$ cat src/rtl/inst_prefetch_queue.sv
// Instruction prefetch queue: issues sequential word fetches on an sram-like port,
// buffers returned instructions in a DEPTH-entry ring and hands {pc,inst} to decode.
module inst_prefetch_queue #(
    parameter int unsigned DEPTH    = 4,
    parameter logic [31:0] RESET_PC = 32'hbfc00000
) (
    input  logic        aclk,
    input  logic        aresetn,
    input  logic        redirect_valid,
    input  logic [31:0] redirect_pc,
    output logic        if_valid,
    output logic [31:0] if_pc,
    output logic [31:0] if_inst,
    input  logic        if_ready,
    output logic        inst_req,
    output logic        inst_wr,
    output logic [1:0]  inst_size,
    output logic [31:0] inst_addr,
    output logic [31:0] inst_wdata,
    input  logic [31:0] inst_rdata,
    input  logic        inst_addr_ok,
    input  logic        inst_data_ok
);

    localparam int unsigned XLEN  = 32;
    localparam int unsigned PTR_W = $clog2(DEPTH);
    localparam int unsigned CNT_W = $clog2(DEPTH + 1);
    localparam int unsigned SUM_W = CNT_W + 1;
    localparam logic [XLEN-1:0] WORD_BYTES = 32'd4;

    logic [XLEN-1:0]  fetch_pc_q, fetch_pc_d;
    logic [XLEN-1:0]  hold_addr_q, hold_addr_d;
    logic             req_hold_q, req_hold_d;
    logic             hold_stale_q, hold_stale_d;
    logic             running_q;
    logic [PTR_W-1:0] alloc_q, alloc_d;
    logic [PTR_W-1:0] fill_q, fill_d;
    logic [PTR_W-1:0] head_q, head_d;
    logic [CNT_W-1:0] used_q, used_d;
    logic [CNT_W-1:0] discard_q, discard_d;
    logic [DEPTH-1:0] filled_q, filled_d;
    logic [XLEN-1:0]  ent_pc_q   [DEPTH];
    logic [XLEN-1:0]  ent_inst_q [DEPTH];

    logic             room;
    logic             addr_hs;
    logic             alloc_en;
    logic             fill_en;
    logic             retire;
    logic [CNT_W-1:0] filled_cnt;
    logic [CNT_W-1:0] unfilled_cnt;

    assign inst_wr    = 1'b0;
    assign inst_size  = 2'b10;
    assign inst_wdata = '0;

    assign room      = (SUM_W'(used_q) + SUM_W'(discard_q)) < SUM_W'(DEPTH);
    assign inst_req  = running_q & (req_hold_q | room);
    assign inst_addr = req_hold_q ? hold_addr_q : fetch_pc_q;
    assign addr_hs   = inst_req & inst_addr_ok;

    assign if_valid = filled_q[head_q];
    assign if_pc    = ent_pc_q[head_q];
    assign if_inst  = ent_inst_q[head_q];

    // A held request made stale by a redirect is accepted without allocating an entry.
    assign alloc_en = addr_hs & ~hold_stale_q & ~redirect_valid;
    assign fill_en  = inst_data_ok & (discard_q == '0) & ~redirect_valid;
    assign retire   = if_valid & if_ready & ~redirect_valid;

    // Allocated-but-unfilled entries become stale responses on a redirect.
    always_comb begin
        filled_cnt = '0;
        for (int i = 0; i < DEPTH; i++) begin
            filled_cnt = filled_cnt + CNT_W'(filled_q[i]);
        end
        unfilled_cnt = used_q - filled_cnt;
    end

    always_comb begin
        fetch_pc_d   = fetch_pc_q;
        hold_addr_d  = inst_addr;
        req_hold_d   = inst_req & ~inst_addr_ok;
        hold_stale_d = hold_stale_q & req_hold_d;
        alloc_d      = alloc_q;
        fill_d       = fill_q;
        head_d       = head_q;
        used_d       = used_q;
        discard_d    = discard_q;
        filled_d     = filled_q;

        if (redirect_valid) begin
            alloc_d      = '0;
            fill_d       = '0;
            head_d       = '0;
            used_d       = '0;
            filled_d     = '0;
            fetch_pc_d   = redirect_pc & ~32'h3;
            hold_stale_d = req_hold_d;
            discard_d    = CNT_W'(SUM_W'(discard_q) + SUM_W'(unfilled_cnt)
                                  + SUM_W'(addr_hs) - SUM_W'(inst_data_ok));
        end else begin
            if (alloc_en) begin
                filled_d[alloc_q] = 1'b0;
                alloc_d           = alloc_q + PTR_W'(1);
                fetch_pc_d        = fetch_pc_q + WORD_BYTES;
            end
            if (fill_en) begin
                filled_d[fill_q] = 1'b1;
                fill_d           = fill_q + PTR_W'(1);
            end
            if (retire) begin
                filled_d[head_q] = 1'b0;
                head_d           = head_q + PTR_W'(1);
            end
            used_d    = used_q + CNT_W'(alloc_en) - CNT_W'(retire);
            discard_d = discard_q + CNT_W'(addr_hs & hold_stale_q)
                      - CNT_W'(inst_data_ok & (discard_q != '0));
        end
    end

    always_ff @(posedge aclk) begin
        if (!aresetn) begin
            fetch_pc_q   <= RESET_PC;
            hold_addr_q  <= RESET_PC;
            req_hold_q   <= 1'b0;
            hold_stale_q <= 1'b0;
            running_q    <= 1'b0;
            alloc_q      <= '0;
            fill_q       <= '0;
            head_q       <= '0;
            used_q       <= '0;
            discard_q    <= '0;
            filled_q     <= '0;
        end else begin
            fetch_pc_q   <= fetch_pc_d;
            hold_addr_q  <= hold_addr_d;
            req_hold_q   <= req_hold_d;
            hold_stale_q <= hold_stale_d;
            running_q    <= 1'b1;
            alloc_q      <= alloc_d;
            fill_q       <= fill_d;
            head_q       <= head_d;
            used_q       <= used_d;
            discard_q    <= discard_d;
            filled_q     <= filled_d;
        end
    end

    // Ring payload needs no reset; validity lives in filled_q.
    always_ff @(posedge aclk) begin
        if (alloc_en) begin
            ent_pc_q[alloc_q] <= inst_addr;
        end
        if (fill_en) begin
            ent_inst_q[fill_q] <= inst_rdata;
        end
    end

endmodule

$ cat config.mk
export PLATFORM = sky130hd
export DESIGN_NAME = inst_prefetch_queue
export DESIGN_NICKNAME = d
export VERILOG_FILES = /design/src/rtl/inst_prefetch_queue.sv
export SDC_FILE = /design/constraint.sdc
export NUM_CORES = 1
export LEC_CHECK = 0
export CAP_MARGIN = 30
export CORE_MARGIN = 3
export CORE_UTILIZATION = 38
export CTS_CLUSTER_SIZE = 10
export DETAILED_ROUTE_END_ITERATION = 16
export GPL_TIMING_DRIVEN = 1
export PLACE_DENSITY = 0.67
export SETUP_SLACK_MARGIN = 0.2
export SYNTH_ARGS = -nofsm -noshare
export SYNTH_HDL_FRONTEND = slang
export SYNTH_SLANG_ARGS = --single-unit
$ cat constraint.sdc
create_clock -name aclk -period 9.7 [get_ports aclk]
set_input_delay 1.94 -clock aclk [delete_from_list [all_inputs] [get_ports aclk]]
set_output_delay 1.94 -clock aclk [all_outputs]
set_load 0.01 [all_outputs]
==> Yosys cells after proc, flatten, opt, wreduce, memory -nomap -nowiden <==
Memory sizes are Yosys's and may differ from the RTL's. A register that Yosys moved wholly into a read port is not among the register bits.
Index checks and enable logic that the tools add are counted.
{ "classes": {"addsub": 16, "magnitude_cmp": 7, "mux": 27, "bitwise": 22, "n_reduce_logical": 7} }
{ "op_table": {"columns": ["cell", "count"], "rows": [
  ["32-bit two-way mux", 3],
  ["32-bit by 3-bit adder with 32-bit output (second input constant)", 1],
  ["4-bit two-way mux", 5],
  ["3-bit by 1-bit adder with 3-bit output", 4],
  ["1-bit AND", 12],
  ["1-bit two-way mux", 10],
  ["2-bit by 3-bit < comparator with 1-bit output (second input constant)", 3],
  ["3-bit by 1-bit subtractor with 3-bit output", 3],
  ["4-bit AND", 2],
  ["2-bit two-way mux", 4],
  ["4-bit inverter", 2],
  ["2-bit by 1-bit adder with 2-bit output (second input constant)", 3],
  ["1-bit demux with 2-bit select", 3],
  ["2-bit by 1-bit greater-or-equal comparator with 1-bit output (second input constant)", 3],
  ["3-bit by 3-bit adder with 4-bit output", 1],
  ["4-bit by 3-bit < comparator with 1-bit output (second input constant)", 1],
  ["1-bit inverter", 4],
  ["4-bit bitwise OR", 1],
  ["2-bit by 1-bit adder with 3-bit output", 1],
  ["3-bit adder", 1],
  ["1-bit logical AND", 3],
  ["3-bit zero test", 1],
  ["3-bit two-way mux", 1],
  ["3-bit nonzero test", 1],
  ["other kinds (6)", 6]
]} }
{ "word_totals": {"regBits": 83, "mem_bits_rw": 256, "input_bits": 70, "output_inout_bits": 133, "word_cells": 93, "memories": 2} }
{ "memory_table": {"columns": ["memory", "words", "width", "read_ports", "rd_clocked_by_memory_dff", "wr", "line_no", "text"], "rows": [
  ["ent_inst_q", 4, 32, 1, 1, 1, "43", "logic [XLEN-1:0] ent_inst_q [DEPTH];"],
  ["ent_pc_q", 4, 32, 1, 1, 1, "42", "logic [XLEN-1:0] ent_pc_q [DEPTH];"]
]} }

==> Longest topological paths before layout <==
{ "depth": {"word_depth": 14, "depth_mapped": 14, "depth_no_buf": 14} }

==> Worst setup path before layout <==
Ideal clock, no wire load.
{ "synth_timing": {"kind": "input to register", "from": "in inst_data_ok", "to": "reg discard_q[2]", "setup_ps": 135, "arrival_ps": 4617, "t_required_ps": 9565, "setup_slack_ps": 4948, "path_stages": 9, "n_path_buf": 0, "cell_sequence": "fa_1 fa_1 fa_1 fa_1 inv_1 fa_1 xnor2_1 xnor2_1 a21oi_1"} }
{ "synth_via": {"elab_chain_cells": 3, "elab_cells_between_ends": 4, "cone_classes": "add/sub (2); mux (1); bitwise (1)"} }
{ "synth_lines": {"columns": ["element", "line_no", "text"], "rows": [
  ["start: declaration", "22", "input logic inst_data_ok"],
  ["1-bit AND", "118", "- CNT_W'(inst_data_ok & (discard_q != '0));"],
  ["3-bit by 1-bit subtractor with 3-bit output", "118", null],
  ["3-bit two-way mux *", "92", "if (redirect_valid) begin"],
  ["end signal: assignment", "145", "discard_q <= discard_d;"],
  ["end: declaration", "40", "logic [CNT_W-1:0] discard_q, discard_d;"]
]} }
Mark *: on every way between the ends. The rest lies on a longest branch, timed or not.
A chain may end at the register's enable or synchronous reset.

==> run_results.csv <==
group,metric,value,unit
outcome,outcome,"finished, final reports clean",
clock_network,postCtsResizedCells,0,
timing,final-hold-violation-count,0,
global_routing,antenna_found_initial,3,
final_layout,post-route-util,47.8,%
placement,port_buffers,165,
timing,slew_headroom,30.8,%
placement,hpwlAfterDp,19100,microns
global_routing,grt_max_degree,64,
placement,place_inst,1438,
floorplanning,die_area,39200,sq um
final_layout,syn_to_final_growth,22.5,%
routing,drt_wl_total,29800,microns
setup_path,critPathLaunchType,"flop",
setup_path,crit_type,"flop to output port",
synth,synth_warnings,0,
setup_path,path_max_fanout,39,
clock_network,numClockSinks,339,
setup_path,cp-end-kind,"output port",
routing,wl_per_cell,19.8,microns
setup_path,worstPathArrival,3.13,ns
timing,timing.fmax,197,MHz
synth,ys_async_sr_fraction,0,%
placement,gp_congestion,0.798,
setup_path,ff2ff_setup_slack,6.19,ns
hold_path,hold_class,"flop to flop",
clock_network,ctsHoldBuffers,0,
timing,tns,0,ns
routing,vias,7555,
clock_network,clockBufferDepth,3,
timing,worst_pin_slew,1.04,ns
final_layout,final_cell_mix,"edfxtp_1, clkdlybuf4s50_1, dfxtp_1, mux4_2, clkbuf_16",
routing,drt-vias-per-instance,5.03,
global_routing,grt_pass1_wl,45800,microns
power,peakVddDrop,112,uV
synth,syn_inst,848,
final_layout,layout-drive-gt1-share,17.8,%
floorplanning,dieWidth,198,microns
floorplanning,rows,69,
synth,ys.flop_type,"edfxtp_1",
clock_network,cts_root_buf,"clkbuf_16",
synth,ys_seq_elements,339,
timing,skew,0.0181,ns
clock_network,cts_tree,"done",
timing,rsz0062_at_grt,"false",
routing,drt_iter0_markers,492,
timing,finalSetupViolations,0,
floorplanning,core_area,35900,sq um
floorplanning,io_pins,203,
clock_network,numCtsBuffers,40,
routing,drc_errors,0,
clock_network,h-tree-depth,2,
routing,drt_pass1_iterations,5,
global_routing,gr-total-overflow,0,
final_layout,mostFrequentLayoutCell,"edfxtp_1",
power,power_density,198,nW/um^2
final_layout,finalNonFillerCells,1503,
global_routing,grt_pass1_vias,7828,
synth,syn_avg_cell_area,16.5,sq um
timing,fin_crit,5.07,ns
final_layout,nNetsFinal,1119,
synth,ys_types,57,
job,cap_violations,0,
synth,netlist_area,14000,sq um
routing,antenna_left,0,
power,p_leak,5.71,nW
placement,post-place-ws,4.26,ns
timing,setup_ws,4.63,ns
synth,ys_seq_area_share,66.7,%
floorplanning,dieHeight,198,microns
timing,drv_slew,0,
clock_network,clk_latency,0.52,ns
synth,synth_edf_count,256,
setup_path,crit_required,7.76,ns
clock_network,postCtsSetupBuffers,0,
floorplanning,initial_core_util,39.0,%
clock_network,clk_transition_reported_paths,0.05,ns
global_routing,grt_usage,15.2,%
timing,fin_crit_sh,52.2,%
cells by family after synthesis:
logic type | synth area share [%]
AOI/OAI and AO/OA | 3.23
adders and majority gates | 3.02
DFF | 66.7
buffers and inverters | 4.25
other | 0.0536
muxes | 13.4
xor gates and xnor gates | 1.75
and+or+nand+nor | 7.62
per-layer routing:
metal	vias up	global-route usage, %	share of wire (%)
met3	42	2.82	4.3
met5	-	0	0.057
met1	3826	20.6	44
met2	168	24.8	50
li1	3517	-	-
met4	2	5.19	2.1
synth_stat cells (all sizes together), types with 2 or more instances:
cell     instances  area share (%)
and4             6            0.38
nand4            8            0.46
conb             2           0.054
or3              5            0.22
nor4b            6            0.68
nand2           18            0.54
xor2             3            0.19
dfxtp           83              12
xnor2           25             1.6
a311oi           3            0.19
mux4            65              10
ha              21             1.9
a2111oi          3            0.19
mux2            29             2.3
a31oi            5            0.22
nor3b            3            0.16
and2            31             1.4
nor4            14             1.2
nand3           16            0.57
and3             7            0.31
a211oi           5            0.27
a21oi           23            0.82
o21ai           25            0.89
or2              9            0.40
fa               8             1.1
buf             51             2.6
nor2            20            0.54
mux2i            8            0.57
a22oi            4            0.31
edfxtp         256              55
inv             33            0.88
nor2b            6            0.27
nor3            10            0.36
clkbuf          29            0.79
power by group:
part           total, mW  internal [mW]  leakage [nW]  switching [mW]
Clock               1.33          0.791         0.556           0.534
Sequential          1.66           1.63          3.00          0.0342
Combinational      0.421          0.207          2.16           0.214
path summary, 6_finish.rpt:
| check | from | to | depth (start not counted) |
|---|---|---|---|
| hold reg to reg | hold_addr_q[1] | hold_addr_q[1] | 1 |
| hold / removal | hold_addr_q[1] | hold_addr_q[1] | 1 |
| setup / recovery | flop | if_pc[28] | 3 |
| setup reg to reg | req_hold_q | discard_q[2] | 12 |
stage by stage:
stage / power, mW / hold slack, ns / instance area, sq um
2_1_floorplan: 1.95 / 0.452 / 14100
3_3_place_gp: 2.11 / 0.464 / 16000
3_5_place_dp: 2.12 / 0.476 / 16000
4_1_cts: 3.45 / 0.488 / 17100
5_1_grt: 3.56 / 0.507 / 17200
6_report: 3.41 / 0.482 / 17200
registers in the layout, summed over array words and instances, names as in the netlist, 3 cells and up, named ones only:
register / cells
ent_inst_q: 128
ent_pc_q: 128
hold_addr_q: 32
fetch_pc_q: 30
filled_q: 4
discard_q: 3
used_q: 3
area by class of cell:
type / count / area [sq um]
antenna: 2 / 5.00
multi-input combinational: 429 / 4190
inverter: 33 / 124
clock buffer: 58 / 1120
sequential: 339 / 9360
fill: 3088 / 18700
timing repair buffer: 177 / 1770
tap: 461 / 577
clock inverter: 4 / 25.0
worst max-delay path, stage by stage, from the launching register on:
cell and delay, ns:
dfxtp_4 0.68, buf_4 0.75, mux4_2 0.60, clkdlybuf4s50_1 0.54
No activity file was read; power rests on OpenSTA's default activity.
